--- config.mk ---
export PLATFORM = sky130hd
export DESIGN_NAME = dev_bus_bridge
export DESIGN_NICKNAME = d
export VERILOG_FILES = /design/src/rtl/dev_bus_bridge.sv
export SDC_FILE = /design/constraint.sdc
export NUM_CORES = 1
export LEC_CHECK = 0
export ABC_AREA = 1
export CAP_MARGIN = 20
export CORE_UTILIZATION = 30
export CTS_BUF_LIST = sky130_fd_sc_hd__clkbuf_4 sky130_fd_sc_hd__clkbuf_8 sky130_fd_sc_hd__clkbuf_16
export CTS_CLUSTER_DIAMETER = 150
export DETAILED_ROUTE_END_ITERATION = 8
export PLACE_DENSITY_LB_ADDON = 0.3
export SYNTH_ARGS = -nofsm -noshare
export SYNTH_HDL_FRONTEND = slang
export SYNTH_SLANG_ARGS = --single-unit
--- constraint.sdc ---
create_clock -name clk -period 3.2 [get_ports clk]
set_input_delay 0.96 -clock clk [delete_from_list [all_inputs] [get_ports clk]]
set_output_delay 0.96 -clock clk [all_outputs]
set_load 0.005 [all_outputs]
--- src/rtl/dev_bus_bridge.sv ---
// Memory-stage bus bridge: zero-wait data-memory pass-through plus a req/ack
// sequencer with timeout for the two device register windows.
module dev_bus_bridge #(
  parameter logic [31:0] DEV0_BASE = 32'h0000_7F00,
  parameter logic [31:0] DEV1_BASE = 32'h0000_7F10,
  parameter int unsigned DEV_SPAN  = 12,
  parameter logic [31:0] DATA_END  = 32'h0000_2FFF,
  parameter int unsigned TIMEOUT   = 15
) (
  input  logic        clk,
  input  logic        rst_n,
  input  logic [31:0] PrAddr,
  input  logic [31:0] PrWD,
  input  logic        PrWE,
  input  logic        PrRE,
  input  logic [3:0]  PrBE,
  output logic [31:0] PrRD,
  output logic        PrStall,
  output logic        PrBusErr,
  output logic [31:0] dm_addr,
  output logic [31:0] dm_wd,
  output logic        dm_we,
  output logic [3:0]  dm_be,
  input  logic [31:0] dm_rd,
  output logic [1:0]  dev_sel,
  output logic [3:0]  dev_addr,
  output logic [31:0] dev_wd,
  output logic        dev_we,
  output logic        dev_req,
  input  logic [1:0]  dev_ack,
  input  logic [31:0] dev_rd0,
  input  logic [31:0] dev_rd1
);

  localparam int unsigned CNT_W = 4;
  localparam logic [CNT_W-1:0] CNT_LAST = CNT_W'(TIMEOUT - 1);

  localparam logic [1:0] S_IDLE = 2'd0;
  localparam logic [1:0] S_REQ  = 2'd1;
  localparam logic [1:0] S_DONE = 2'd2;
  localparam logic [1:0] S_ERR  = 2'd3;

  logic [1:0]       state, state_nxt;
  logic [CNT_W-1:0] cnt, cnt_nxt;
  logic [31:0]      rd_q, rd_nxt;
  logic [1:0]       sel_q, sel_nxt;
  logic [3:0]       addr_q, addr_nxt;
  logic [31:0]      wd_q, wd_nxt;
  logic             we_q, we_nxt;

  logic mem_hit, dev0_hit, dev1_hit, dev_hit, act, ack_sel, start;

  // Address decode; window ends are computed in 33 bits so they cannot wrap.
  assign mem_hit  = (PrAddr <= DATA_END);
  assign dev0_hit = (PrAddr >= DEV0_BASE) &&
                    ({1'b0, PrAddr} < ({1'b0, DEV0_BASE} + 33'(DEV_SPAN)));
  assign dev1_hit = (PrAddr >= DEV1_BASE) &&
                    ({1'b0, PrAddr} < ({1'b0, DEV1_BASE} + 33'(DEV_SPAN)));
  assign dev_hit  = dev0_hit | dev1_hit;
  assign act      = PrWE | PrRE;
  assign start    = (state == S_IDLE) & act & dev_hit;
  assign ack_sel  = |(dev_ack & sel_q);

  always_ff @(posedge clk or negedge rst_n) begin
    if (!rst_n) begin
      state  <= S_IDLE;
      cnt    <= '0;
      rd_q   <= '0;
      sel_q  <= '0;
      addr_q <= '0;
      wd_q   <= '0;
      we_q   <= 1'b0;
    end else begin
      state  <= state_nxt;
      cnt    <= cnt_nxt;
      rd_q   <= rd_nxt;
      sel_q  <= sel_nxt;
      addr_q <= addr_nxt;
      wd_q   <= wd_nxt;
      we_q   <= we_nxt;
    end
  end

  always_comb begin
    state_nxt = state;
    cnt_nxt   = cnt;
    rd_nxt    = rd_q;
    sel_nxt   = sel_q;
    addr_nxt  = addr_q;
    wd_nxt    = wd_q;
    we_nxt    = we_q;
    case (state)
      S_IDLE: begin
        if (start) begin
          state_nxt = S_REQ;
          cnt_nxt   = '0;
          sel_nxt   = {dev1_hit & ~dev0_hit, dev0_hit};
          addr_nxt  = PrAddr[3:0];
          wd_nxt    = PrWD;
          we_nxt    = PrWE;
        end
      end
      S_REQ: begin
        // An ack arriving in the timeout cycle still completes the access.
        if (ack_sel) begin
          if (!we_q) rd_nxt = sel_q[0] ? dev_rd0 : dev_rd1;
          state_nxt = S_DONE;
        end else if (cnt == CNT_LAST) begin
          state_nxt = S_ERR;
        end else begin
          cnt_nxt = cnt + CNT_W'(1);
        end
      end
      default: state_nxt = S_IDLE;
    endcase
  end

  assign dm_addr = PrAddr;
  assign dm_wd   = PrWD;
  assign dm_be   = PrBE;
  assign dm_we   = PrWE & mem_hit & (state == S_IDLE);

  assign dev_req  = (state == S_REQ);
  assign dev_sel  = dev_req ? sel_q : 2'b00;
  assign dev_we   = dev_req & we_q;
  assign dev_addr = addr_q;
  assign dev_wd   = wd_q;

  assign PrStall  = rst_n & (start | (state == S_REQ));
  assign PrBusErr = (state == S_ERR);

  always_comb begin
    PrRD = 32'h0;
    case (state)
      S_DONE:  PrRD = rd_q;
      S_ERR:   PrRD = 32'h0;
      default: PrRD = mem_hit ? dm_rd : 32'h0;
    endcase
  end

endmodule
# Yosys cells after proc, flatten, opt, wreduce, memory -nomap -nowiden
# Index checks and enable logic that the tools add are counted.
[classes]
n_addsub = 1
n_mul = 0
n_div = 0
magnitude_cmp = 5
n_eq_ne = 8
n_shift = 0
n_mux = 12
bitwise = 13
n_reduce_logical = 9
[op_table]
columns = ["operator", "n"]
rows = [
  ["$ge A32 B15 Y1 const B", 2],
  ["$lt A32 B15 Y1 const B", 2],
  ["$mux W32", 2],
  ["$pmux W32 S2", 1],
  ["$le A32 B14 Y1 const B", 1],
  ["$mux W4", 3],
  ["$mux W2", 4],
  ["$pmux W4 S2", 1],
  ["$and A1 B1 Y1", 7],
  ["$ne A2 B2 Y1 const B", 3],
  ["$add A4 B1 Y4 const B", 1],
  ["$eq A2 B2 Y1 const B", 2],
  ["$eq A4 B4 Y1 const B", 1],
  ["$pmux W2 S2", 1],
  ["$reduce_and A2 Y1", 2],
  ["$reduce_and A4 Y1", 1],
  ["$ne A3 B1 Y1 const B", 1],
  ["$or A1 B1 Y1", 3],
  ["$reduce_and A3 Y1", 1],
  ["$and A2 B2 Y2", 1],
  ["$eq A2 B1 Y1 const B", 1],
  ["$logic_and A1 B1 Y1", 2],
  ["$logic_not A2 Y1", 1],
  ["$not A1 Y1", 2],
  ["2 further kinds", 2],
]
[word_totals]
ff_bits = 77
latch_bits = 0
ramBits = 0
mem_bits_ro = 0
inputBits = 170
wordCells = 55
memories = 0

# Longest topological paths before layout
[logic_depth]
depth_word = 6
depth_mapped = 11
mapped_depth_nobuf = 9

# Least setup slack after synthesis
# No wires, ideal clock.
[synth_path]
path_kind = "input-to-output"
startpoint = "input PrAddr[27]"
endpoint = "output PrRD[0]"
arrival_ps = 1873
path_slack_ps = 367
stages = 8
n_path_buf = 1
path_cell_list = "inv_1 nand2_1 nor2_1 nand2_1 nor2_1 nand2_1 clkbuf_1 o22ai_1"
[synth_between]
elab_chain_len = 3
[synth_rtl]
columns = ["item", "line", "source"]
rows = [
  ["from (decl)", "12", "input logic [31:0] PrAddr,"],
  ["$le A32 B14 Y1", "54", "assign mem_hit = (PrAddr <= DATA_END);"],
  ["$mux W32", "137", "default: PrRD = mem_hit ? dm_rd : 32'h0;"],
  ["$pmux W32 S2", "134", "case (state)"],
  ["to (decl)", "17", "output logic [31:0] PrRD,"],
]
# No other way between the ends.

# Worst setup path in the final report
[layout_path]
startpoint = "input PrAddr[18]"
endpoint = "output dm_we"
[layout_between]
elab_chain_len = 3
[layout_rtl]
columns = ["item", "line", "source"]
rows = [
  ["$le A32 B14 Y1", "54", ""],
  ["$and A1 B1 Y1 (2 in series)", "121", "assign dm_we = PrWE & mem_hit & (state == S_IDLE);"],
  ["to (decl)", "22", "output logic dm_we,"],
]
# No other way between the ends.

==> results by group <==
GRT
  – Initial antenna violation count: 0
  – First-pass GRT wire length: 25400 um
  – Gr ovfl total: 0
  – GR Util All Layers: between 20% and 30%
  – Largest net degree at the start of global routing: 78
  – Vias in the first global route: 4731

Layout
  – Area of the multi-input gates: 1970 um^2
  – Utilization after layout: between 50% and 60%
  – Layout cell share with drive strength beyond 1: a little under a fifth
  – P&R area growth vs syn: 70.7%
  – Nets: about 1100
  – ANT cells: 0
  – Storage cell area: about 1900 um^2
  – Post-Layout Cell Count: 1126
  – Fillcell total: ~1500

Critical path
  – Setup crit start: PrAddr[18]
  – Worst setup path class: input port to output pin
  – Critical-path maximum fanout: 8
  – Critical R2R Capture: rd_q[23]
  – Worst EP arrival: approximately 2.2 ns
  – Worst reg2reg setup slack: approximately 1.1 ns
  – CP Cell Sequence: buf_2 > nor2_4 > nand3_4 > nor3_4 > nand2_4 > buf_8 > buf_16 > nor3_4 > buf_2
  – Worst r2r src: state[1]
  – CP startpoint kind: input port
  – Cells on worst reg2reg path: 7
  – Critical path's slowest cell: buf_8
  – Critical Path Sink: dm_we
  – Critical Path RT: around 2.2 ns
  – Crit path capture type: output pin
  – Critical Path Max Stage Delay: 0.16 ns

Logic synthesis
  – Mapped Area: between 4000 and 5000 um^2
  – Post-synth top flop: dfrtp_1
  – Synth async-reset ratio: 100%
  – Most common cell in the netlist: nand2_1
  – Main area contributors after synthesis: dfrtp_1 41%, nand2_1 24%, buf_4 11%
  – Most instantiated cells after synthesis: 303 x nand2_1, 77 x dfrtp_1, 70 x buf_4
  – Leading area contributor after synthesis: dfrtp_1
  – Top-area cell type share of the netlist area: between 40% and 50%
  – Syn_nets: between 800 and 900
  – Yosys warns: 0
  – Cells after Synth: 648
  – EDFF count, synth: 0
  – Flops & latches, synth: 77
  – Mean area per synthesized cell: a little over 7 um^2
  – Sequential share of the synthesized area: between 40% and 50%
  – Library cells used by synthesis: 24

Drt
  – Vias per cell: 4.39
  – DR pass1 iterations: 4
  – WL final: approximately 17000 um
  – Remaining routing DRC violations: 0
  – Post-route ant nets: 0
  – Routed wl met3: 1670 um
  – Met2 routed WL: 8030 um
  – DR top layer: met4
  – Wire length per cell: 14.9 um
  – Via count: ~4900
  – Post-Route M1 WL: ~7000 um
  – DRT iter0 DRCs: 220

STA
  – Worst-Margin Slew: about 0.64 ns
  – Final worst setup slack: between 0.05 and 0.06 ns
  – Slew headroom: 57.0%
  – Final cycle utilization of the critical path: between 90% and 100%
  – Total Negative Setup Slacks: 0 ns
  – FMAX: between 300 and 400 MHz
  – Final Skew: a little over 0.01 ns
  – Unrepaired setup endpoints after global routing: yes
  – Fin. Hold Viols: 0
  – Min Hold Slack: around 0.48 ns
  – # setup viols final: 0
  – Slew Viols, Final: 0
  – Min Tclk post-route: between 3 and 4 ns

Pwr
  – PD cells: just over 300 nW/um^2
  – Switch share: approximately 24%
  – Cell internal pwr: 1.89 mW
  – Clock Power Share: between 40% and 50%
  – Pleak: just over 4 nW
  – Switching pwr: roughly 0.60 mW
  – Combinational power share: between 10% and 20%
  – Worst vdd ir: 0.212 mV
  – Seq pwr share: between 40% and 50%

Die
  – Chip width: between 100 and 150 um
  – Std-Cell Rows: between 40 and 50
  – Die Ht: ~130 um
  – Number of top-level pins: around 310
  – Core Region: between 15000 and 20000 um^2
  – Starting density of the core: just over 30%
  – Die area: roughly 16000 um^2

CTS
  – Root buffer cell: clkbuf_16
  – Num CTS Buffers: 9
  – Sink Count: 77
  – Clock transition at path regs: 0.06 ns
  – CTS tree: yes
  – H-tree levels: 3
  – Max clock buf depth: 2
  – Clock Latency Late Sink: around 0.34 ns
  – Post-cts hold buffer count: 0

Min path
  – Tightest Hold Check Type: flop to flop

Placed design
  – Port Buf Inserts: slightly above 300
  – Setup slack at placement: -0.587 ns
  – Post-detail-place hpwl: around 12000 um
  – RePlAce Congestion: 0.745
  – Cells after DPL: between 1000 and 1500

Job
  – Maxcap violations: 0

Run status
  – Status: complete, no violations
routing by layer:
metal | track usage [%] | vias up
met5 | 0 | -
met4 | 6.79 | 0
met3 | 7.16 | 23
met2 | 36.4 | 226
met1 | 23.4 | 2229
li1 | - | 2461
cells by family after synthesis:
kind of cell	Yosys count	share of synthesized area [%]
simple gates	341	28.1
buf+inv	158	19.5
flops	77	41.0
compound gates	70	10.8
fa+ha+maj	2	0.532
timing repair:
item	4_1_cts	5_1_grt
setup buffers	13	0
gates cloned	3	0
resized for setup	199	31
setup endpoints to repair	34	34
pin swaps	18	20
power groups by stage:
| stage | Sequential (mW) | Combinational (mW) | Clock, mW |
|---|---|---|---|
| floorplan | 1.02 | 0.140 | 0 |
| global placement | 1.02 | 0.429 | 0 |
| detailed placement | 1.02 | 0.430 | 0 |
| CTS | 0.998 | 0.433 | 1.10 |
| global route | 1.00 | 0.468 | 1.14 |
| finish | 0.998 | 0.433 | 1.06 |
metrics by stage:
step                total power [mW]  area [um^2]
global placement                1.44         7610
CTS                             2.53         7970
floorplan                       1.16         4700
finish                          2.49         8020
global route                    2.61         8020
detailed placement              1.45         7610
cell usage in the layout (no fill, tap or decap), drive strengths merged:
| cell | synthesis | routed |
|---|---|---|
| nand3 | 8 | 8 |
| o22ai | 32 | 32 |
| clkdlybuf4s15 | 0 | 1 |
| bufinv | 0 | 1 |
| dfrtp | 77 | 77 |
| buf | 81 | 88 |
| dlymetal6s2s | 0 | 6 |
| o21ai | 36 | 36 |
| nand2 | 303 | 303 |
| dlygate4sd2 | 0 | 5 |
| clkbuf | 18 | 15 |
| bufbuf | 0 | 1 |
| a21oi | 1 | 1 |
| a21boi | 1 | 1 |
| nor3 | 3 | 3 |
| inv | 59 | 61 |
| clkinvlp | 0 | 1 |
| nand4 | 3 | 3 |
| clkdlybuf4s50 | 0 | 243 |
| nor2 | 24 | 24 |
| clkinv | 0 | 3 |
| ha | 2 | 2 |
flip-flops by register name (all words and copies together) (netlist names):
| register | count |
|---|---|
| dev_addr | 4 |
| we_q | 1 |
| sel_q | 2 |
| state | 2 |
| cnt | 4 |
| rd_q | 32 |
| dev_wd | 32 |
worst min-delay path by stage:
stage / from / to / cells after the start
final: dev_wd[15] / dev_wd[15] / 2
after global routing: dev_wd[15] / dev_wd[15] / 2
after CTS: dev_wd[7] / dev_wd[7] / 2
after detailed placement: dev_wd[7] / dev_wd[7] / 2
after global placement: dev_wd[24] / dev_wd[24] / 2
after floorplan: dev_addr[0] / dev_addr[0] / 2
layout make-up:
| cell class | count | share of cell area (%) |
|---|---|---|
| Clock inverter | 7 | 1.01 |
| Tap cell | 211 | 3.29 |
| Multi-Input combinational cell | 413 | 24.6 |
| Inverter | 59 | 2.79 |
| Timing Repair Buffer | 350 | 41.5 |
| Sequential cell | 77 | 24.0 |
| Clock buffer | 9 | 2.81 |
worst max-delay path, delay by kind of cell:
family | cells | cell delay (ns)
buffers and inverters | 4 | 0.56
and+or+nand+nor | 5 | 0.64
Note: power is estimated with default switching activity, not from simulation.
==> edit 1, RTL diff (config.mk and constraints unchanged) <==
Set the localparam `CNT_W` to 6 (it was 4).
--- a/src/rtl/dev_bus_bridge.sv
+++ b/src/rtl/dev_bus_bridge.sv
@@ -34,3 +34,3 @@
 
-  localparam int unsigned CNT_W = 4;
+  localparam int unsigned CNT_W = 6;
   localparam logic [CNT_W-1:0] CNT_LAST = CNT_W'(TIMEOUT - 1);
Function: no difference found for any inputs over 10 cycles, from zero or initial values and one cycle with rst_n low; that may be too few to reach the edited logic, so the function may still have changed.
==> edit 1 against the original RTL <==
  * Wire length shrank 4.7%
  * Clock power grew 13%
  * Non-clock buffer count shrank 11
  * Maximum frequency shrank 0.46%
  * Sequential power grew 4%
  * Total power grew 13%
  * Area after synthesis shrank 1.9%
  * Final area shrank 2.2%
  * Critical path depth shrank 1
  * Sequential cell count grew 2
  * Hold slack lost 0.0096 ns
  * Worst setup slack lost 0.014 ns
  * Synthesized cell count shrank 1.2%
  * Largest cell class unchanged
==> edit 1: results (changes against the original RTL) <==
\begin{tabular}{lr}
\hline
Metric & Value \\
\hline
\multicolumn{2}{l}{\textbf{Layout}} \\
Share of post-route cells with drive strength above 1 & 0.156 (-0.0267) \\
Layout filler cell count & 1429 (-6.8\%) \\
Post-layout nets & 1060 (-2.0\%) \\
\multicolumn{2}{l}{\textbf{Worst setup path}} \\
Capture point of the worst reg-to-reg path & cnt[1] \\
Peak per-stage delay on the critical path & 0.27 ns (+0.11 ns) \\
Category of cells accounting for the largest share of critical-path delay & buffers and inverters \\
Worst setup path startpoint & PrAddr[12] \\
CP max stage cell & dlygate4sd2\_1 \\
R2R Setup Slk & 0.44 ns (-0.69 ns) \\
Worst reg-to-reg path cell count & 18 (+11) \\
Worst setup path end & PrRD[9] \\
Data arrival at the endpoint of the critical path & 2.20 ns (+0.02 ns) \\
\multicolumn{2}{l}{\textbf{Placement}} \\
Routability congestion estimate from global placement & 0.799 (+7.2\%) \\
HPWL after detailed placement & 11000 µm (-7.8\%) \\
Placed instance area & 0.00739 mm² (-2.9\%) \\
\multicolumn{2}{l}{\textbf{Global route}} \\
Global-route usage over all layers & 0.203 (-0.00396) \\
Via count of the first global-routing pass & 4917 (+3.9\%) \\
Largest net degree at the start of global routing & 80 (+2.6\%) \\
\multicolumn{2}{l}{\textbf{Pwr}} \\
Combinational group share of total power & 0.207 (+0.033) \\
Switching share of power & 0.235 (-0.00507) \\
Worst IR drop on VDD & 0.221 mV (+4.1\%) \\
Clock distribution power & 1.20 mW (+13\%) \\
Lkg Pwr & 3.88 nW (-4.7\%) \\
\multicolumn{2}{l}{\textbf{Synth}} \\
Portion of the post-synthesis area used by sequential elements & 0.429 (+0.0190) \\
Number of distinct library cell variants in the gate-level netlist after synthesis & 21 (-13\%) \\
Mapped Nets & 812 (-0.98\%) \\
Biggest area contributors in the synthesized netlist & dfrtp\_1 (43\%), nand2\_1 (20\%), buf\_4 (11\%) \\
Synth top cells by count & nand2\_1 (244), dfrtp\_1 (79), buf\_4 (68) \\
\multicolumn{2}{l}{\textbf{Clock tree}} \\
\# resized after CTS & 218 (+9.5\%) \\
\multicolumn{2}{l}{\textbf{Hold path}} \\
Startpoint of the lowest-slack hold path & dev\_wd[10] \\
\multicolumn{2}{l}{\textbf{Drt}} \\
Total length of routed wires & 16000 µm (-4.7\%) \\
Count of vias placed by the detailed router & 4961 (+0.45\%) \\
Initial DRC Count & 179 (-19\%) \\
\multicolumn{2}{l}{\textbf{STA}} \\
Slew @ Worst Pin & 0.596 ns (-0.0478 ns) \\
\multicolumn{2}{l}{\textbf{Run status}} \\
Run status & finished, final reports clean \\
\multicolumn{2}{l}{\textbf{Job}} \\
Max-capacitance violation count & 0 (unchanged) \\
\hline
\end{tabular}
edit 1: cell count changes in the layout (fill, tap and decap cells not counted), sizes merged, moves of 3 or more:
cell | before | now
nand2 | 303 | 244
nor2 | 24 | 61
nand3 | 8 | 43
a31oi | 0 | 32
inv | 61 | 29
o22ai | 32 | 1
buf | 88 | 71
clkbuf | 15 | 27
clkdlybuf4s50 | 243 | 239
clkinv | 3 | 0
edit 1: stage by stage:
stage,total power [mW],setup WS (ns),instances,hold WS [ns],TNS (ns)
after floorplan,1.28,0.321,640,0.442,0
after global placement,1.63,-0.588,1043,0.452,-19.42
after detailed placement,1.63,-0.624,1043,0.457,-20.16
after CTS,2.86,-0.00976,1075,0.472,-0.0367
after global routing,2.95,-0.0172,1076,0.487,-0.0172
final,2.83,0.0448,1076,0.466,0
edit 1: cells by family (layout without fill, tap and decap cells):
| group | count (synthesis) | in the layout | share of synthesized area |
|---|---|---|---|
| AO/OA/AOI/OAI | 74 | 74 | 0.0912 |
| XOR/XNOR | 3 | 3 | 0.00570 |
| adder cells (fa/ha/maj) | 2 | 2 | 0.00543 |
| buffers and inverters | 131 | 383 | 0.166 |
| flip-flops | 79 | 79 | 0.429 |
| AND/OR/NAND/NOR | 351 | 351 | 0.302 |
edit 1: final cells by class:
type,instances,share of cell area
Clock buffer,12,0.0332
Clock inverter,3,0.0115
Inverter,29,0.0139
Multi-Input combinational cell,430,0.253
Sequential cell,79,0.252
Tap cell,184,0.0293
Timing Repair Buffer,339,0.408
edit 1: per-layer routing:
| layer | GRT usage | routed length, µm |
|---|---|---|
| met1 | 0.239 | 6640 |
| met2 | 0.347 | 7720 |
| met3 | 0.0599 | 1270 |
| met4 | 0.0773 | 383 |
| met5 | 0 | 0 |
==> edit 2, RTL diff (same flow settings) <==
Made on the original files. Put a register stage on the output `PrBusErr`, with the module's reset. The value now appears one clock later. The other outputs are not delayed to match.
--- a/src/rtl/dev_bus_bridge.sv
+++ b/src/rtl/dev_bus_bridge.sv
@@ -129,3 +129,9 @@
   assign PrStall  = rst_n & (start | (state == S_REQ));
-  assign PrBusErr = (state == S_ERR);
+  always_ff @(posedge clk or negedge rst_n) begin
+    if (!rst_n) begin
+      PrBusErr <= '0;
+    end else begin
+      PrBusErr <= (state == S_ERR);
+    end
+  end
 
Formal check against the unedited RTL: no difference found for any inputs over 4 cycles, from zero or initial values and one cycle with rst_n low; that may be too few to reach the edited logic, so the function may still have changed.
==> edit 2 against the original RTL <==
  * Hold slack improved by 0.0032 ns
  * Final area about the same
  * Sequential cell count increased by 1
  * Worst setup slack got worse by 0.025 ns
  * First-iteration DRC count decreased by 14%
  * Wire length increased by 1.7%
  * Total power about the same
  * Area after synthesis increased by 0.53%
==> edit 2: results (changes against the original RTL) <==
\begin{tabular}{lr}
\hline
Metric & Value \\
\hline
\multicolumn{2}{l}{\textbf{Run status}} \\
Run status & finished, final reports clean \\
\multicolumn{2}{l}{\textbf{Drt}} \\
Initial DRC Count & 189 (-14\%) \\
Total length of routed wires & 17100 µm (+1.7\%) \\
Average wire per standard cell & 15.2 µm (+2.1\%) \\
\multicolumn{2}{l}{\textbf{Synth}} \\
Portion of the post-synthesis area used by sequential elements & 0.413 (+0.00312) \\
Synth top cells by count & nand2\_1 (303), dfrtp\_1 (78), buf\_4 (70) \\
Biggest area contributors in the synthesized netlist & dfrtp\_1 (41\%), nand2\_1 (24\%), buf\_4 (11\%) \\
Mapped Nets & 821 (+0.12\%) \\
Cells after Synth & 649 (+0.15\%) \\
\multicolumn{2}{l}{\textbf{Global route}} \\
Global-route usage over all layers & 0.211 (+0.00428) \\
Met2 routing resource usage after global routing & 0.356 (-0.00777) \\
Largest net degree at the start of global routing & 65 (-17\%) \\
Met1 demand-to-capacity share in global routing & 0.240 (+0.00649) \\
Via count of the first global-routing pass & 4770 (+0.82\%) \\
First-pass GRT wire length & 25700 µm (+1.3\%) \\
Met3 Track Usage GR & 0.0787 (+0.00712) \\
\multicolumn{2}{l}{\textbf{Pwr}} \\
Lkg Pwr & 4.04 nW (-0.80\%) \\
Clk pwr share & 0.421 (-0.005) \\
Switching share of power & 0.237 (-0.00325) \\
\multicolumn{2}{l}{\textbf{Layout}} \\
Post-layout nets & 1078 (-0.37\%) \\
Share of post-route cells with drive strength above 1 & 0.202 (+0.0195) \\
Layout filler cell count & 1437 (-6.3\%) \\
\multicolumn{2}{l}{\textbf{STA}} \\
Worst max-slew margin expressed relative to the limit & 0.577 (+0.00692) \\
Achievable Freq & 316 MHz (-0.78\%) \\
Final Skew & 0.00825 ns (-0.00205 ns) \\
\multicolumn{2}{l}{\textbf{Placement}} \\
Routability congestion estimate from global placement & 0.791 (+6.2\%) \\
Place WS & -0.712 ns (-0.125 ns) \\
HPWL after detailed placement & 11900 µm (+0.20\%) \\
\multicolumn{2}{l}{\textbf{Clock tree}} \\
Largest buffer count on any clock path & 2 (unchanged) \\
Clock root cell & clkbuf\_16 \\
\multicolumn{2}{l}{\textbf{Worst setup path}} \\
Data arrival at the endpoint of the critical path & 2.21 ns (+0.03 ns) \\
R2R Setup Slk & 1.23 ns (+0.10 ns) \\
CP max stage cell & clkdlybuf4s50\_1 \\
Category of cells accounting for the largest share of critical-path delay & buffers and inverters \\
Maximum net fanout on the critical path & 2 (-6) \\
\hline
\end{tabular}
-- edit 2: worst paths after layout --
| path | from | to | cells after the start |
|---|---|---|---|
| worst max register to register | state[1] | rd_q[3] | 8 |
| worst max-delay path | PrRE | PrStall | 8 |
| min in group asynchronous | rst_n | rd_q[11] | 2 |
| worst min register to register | dev_wd[17] | dev_wd[17] | 2 |
| worst min-delay path | dev_wd[17] | dev_wd[17] | 2 |
| max in group asynchronous | rst_n | dev_wd[31] | 3 |
-- edit 2: stage by stage --
step / hold WS, ns / cell area, µm²
after floorplan: 0.455 / 4720
after global placement: 0.461 / 7550
after detailed placement: 0.465 / 7550
after CTS: 0.482 / 8000
after global routing: 0.490 / 8020
final: 0.479 / 8020
-- edit 2: tightest hold or removal path, stage by stage, from the launching register on --
cell and delay (ns):
dfrtp_1 0.34, nand2_1 0.05, nand2_1 0.05
-- edit 2: logic make-up after synthesis --
family | Yosys count | synth area share
buffers and inverters | 158 | 0.194
adders and majority gates | 2 | 0.00530
DFF | 78 | 0.413
and+or+nand+nor | 341 | 0.280
AOI/OAI and AO/OA | 70 | 0.108
-- edit 2: repair_timing --
item,in CTS,in global routing
pin swaps,18,22
endpoints found under the setup margin,34,34
buffers inserted,15,0
gates resized for setup,208,49
gates cloned,4,0
-- edit 2: cell type report --
cell class	instances	area, µm²	share of cell area
Clock inverter	7	77.6	0.00967
Clock buffer	9	225	0.0281
Inverter	59	224	0.0279
Sequential cell	78	1950	0.243
Timing Repair Buffer	345	3220	0.401
Tap cell	211	264	0.0329
Multi-Input combinational cell	413	2060	0.257
-- edit 2: metal layers --
| metal | vias to the layer above | share of wire |
|---|---|---|
| met5 | - | 0 |
| met4 | 0 | 0.024 |
| met3 | 23 | 0.10 |
| met2 | 212 | 0.47 |
| met1 | 2232 | 0.41 |
| li1 | 2438 | - |
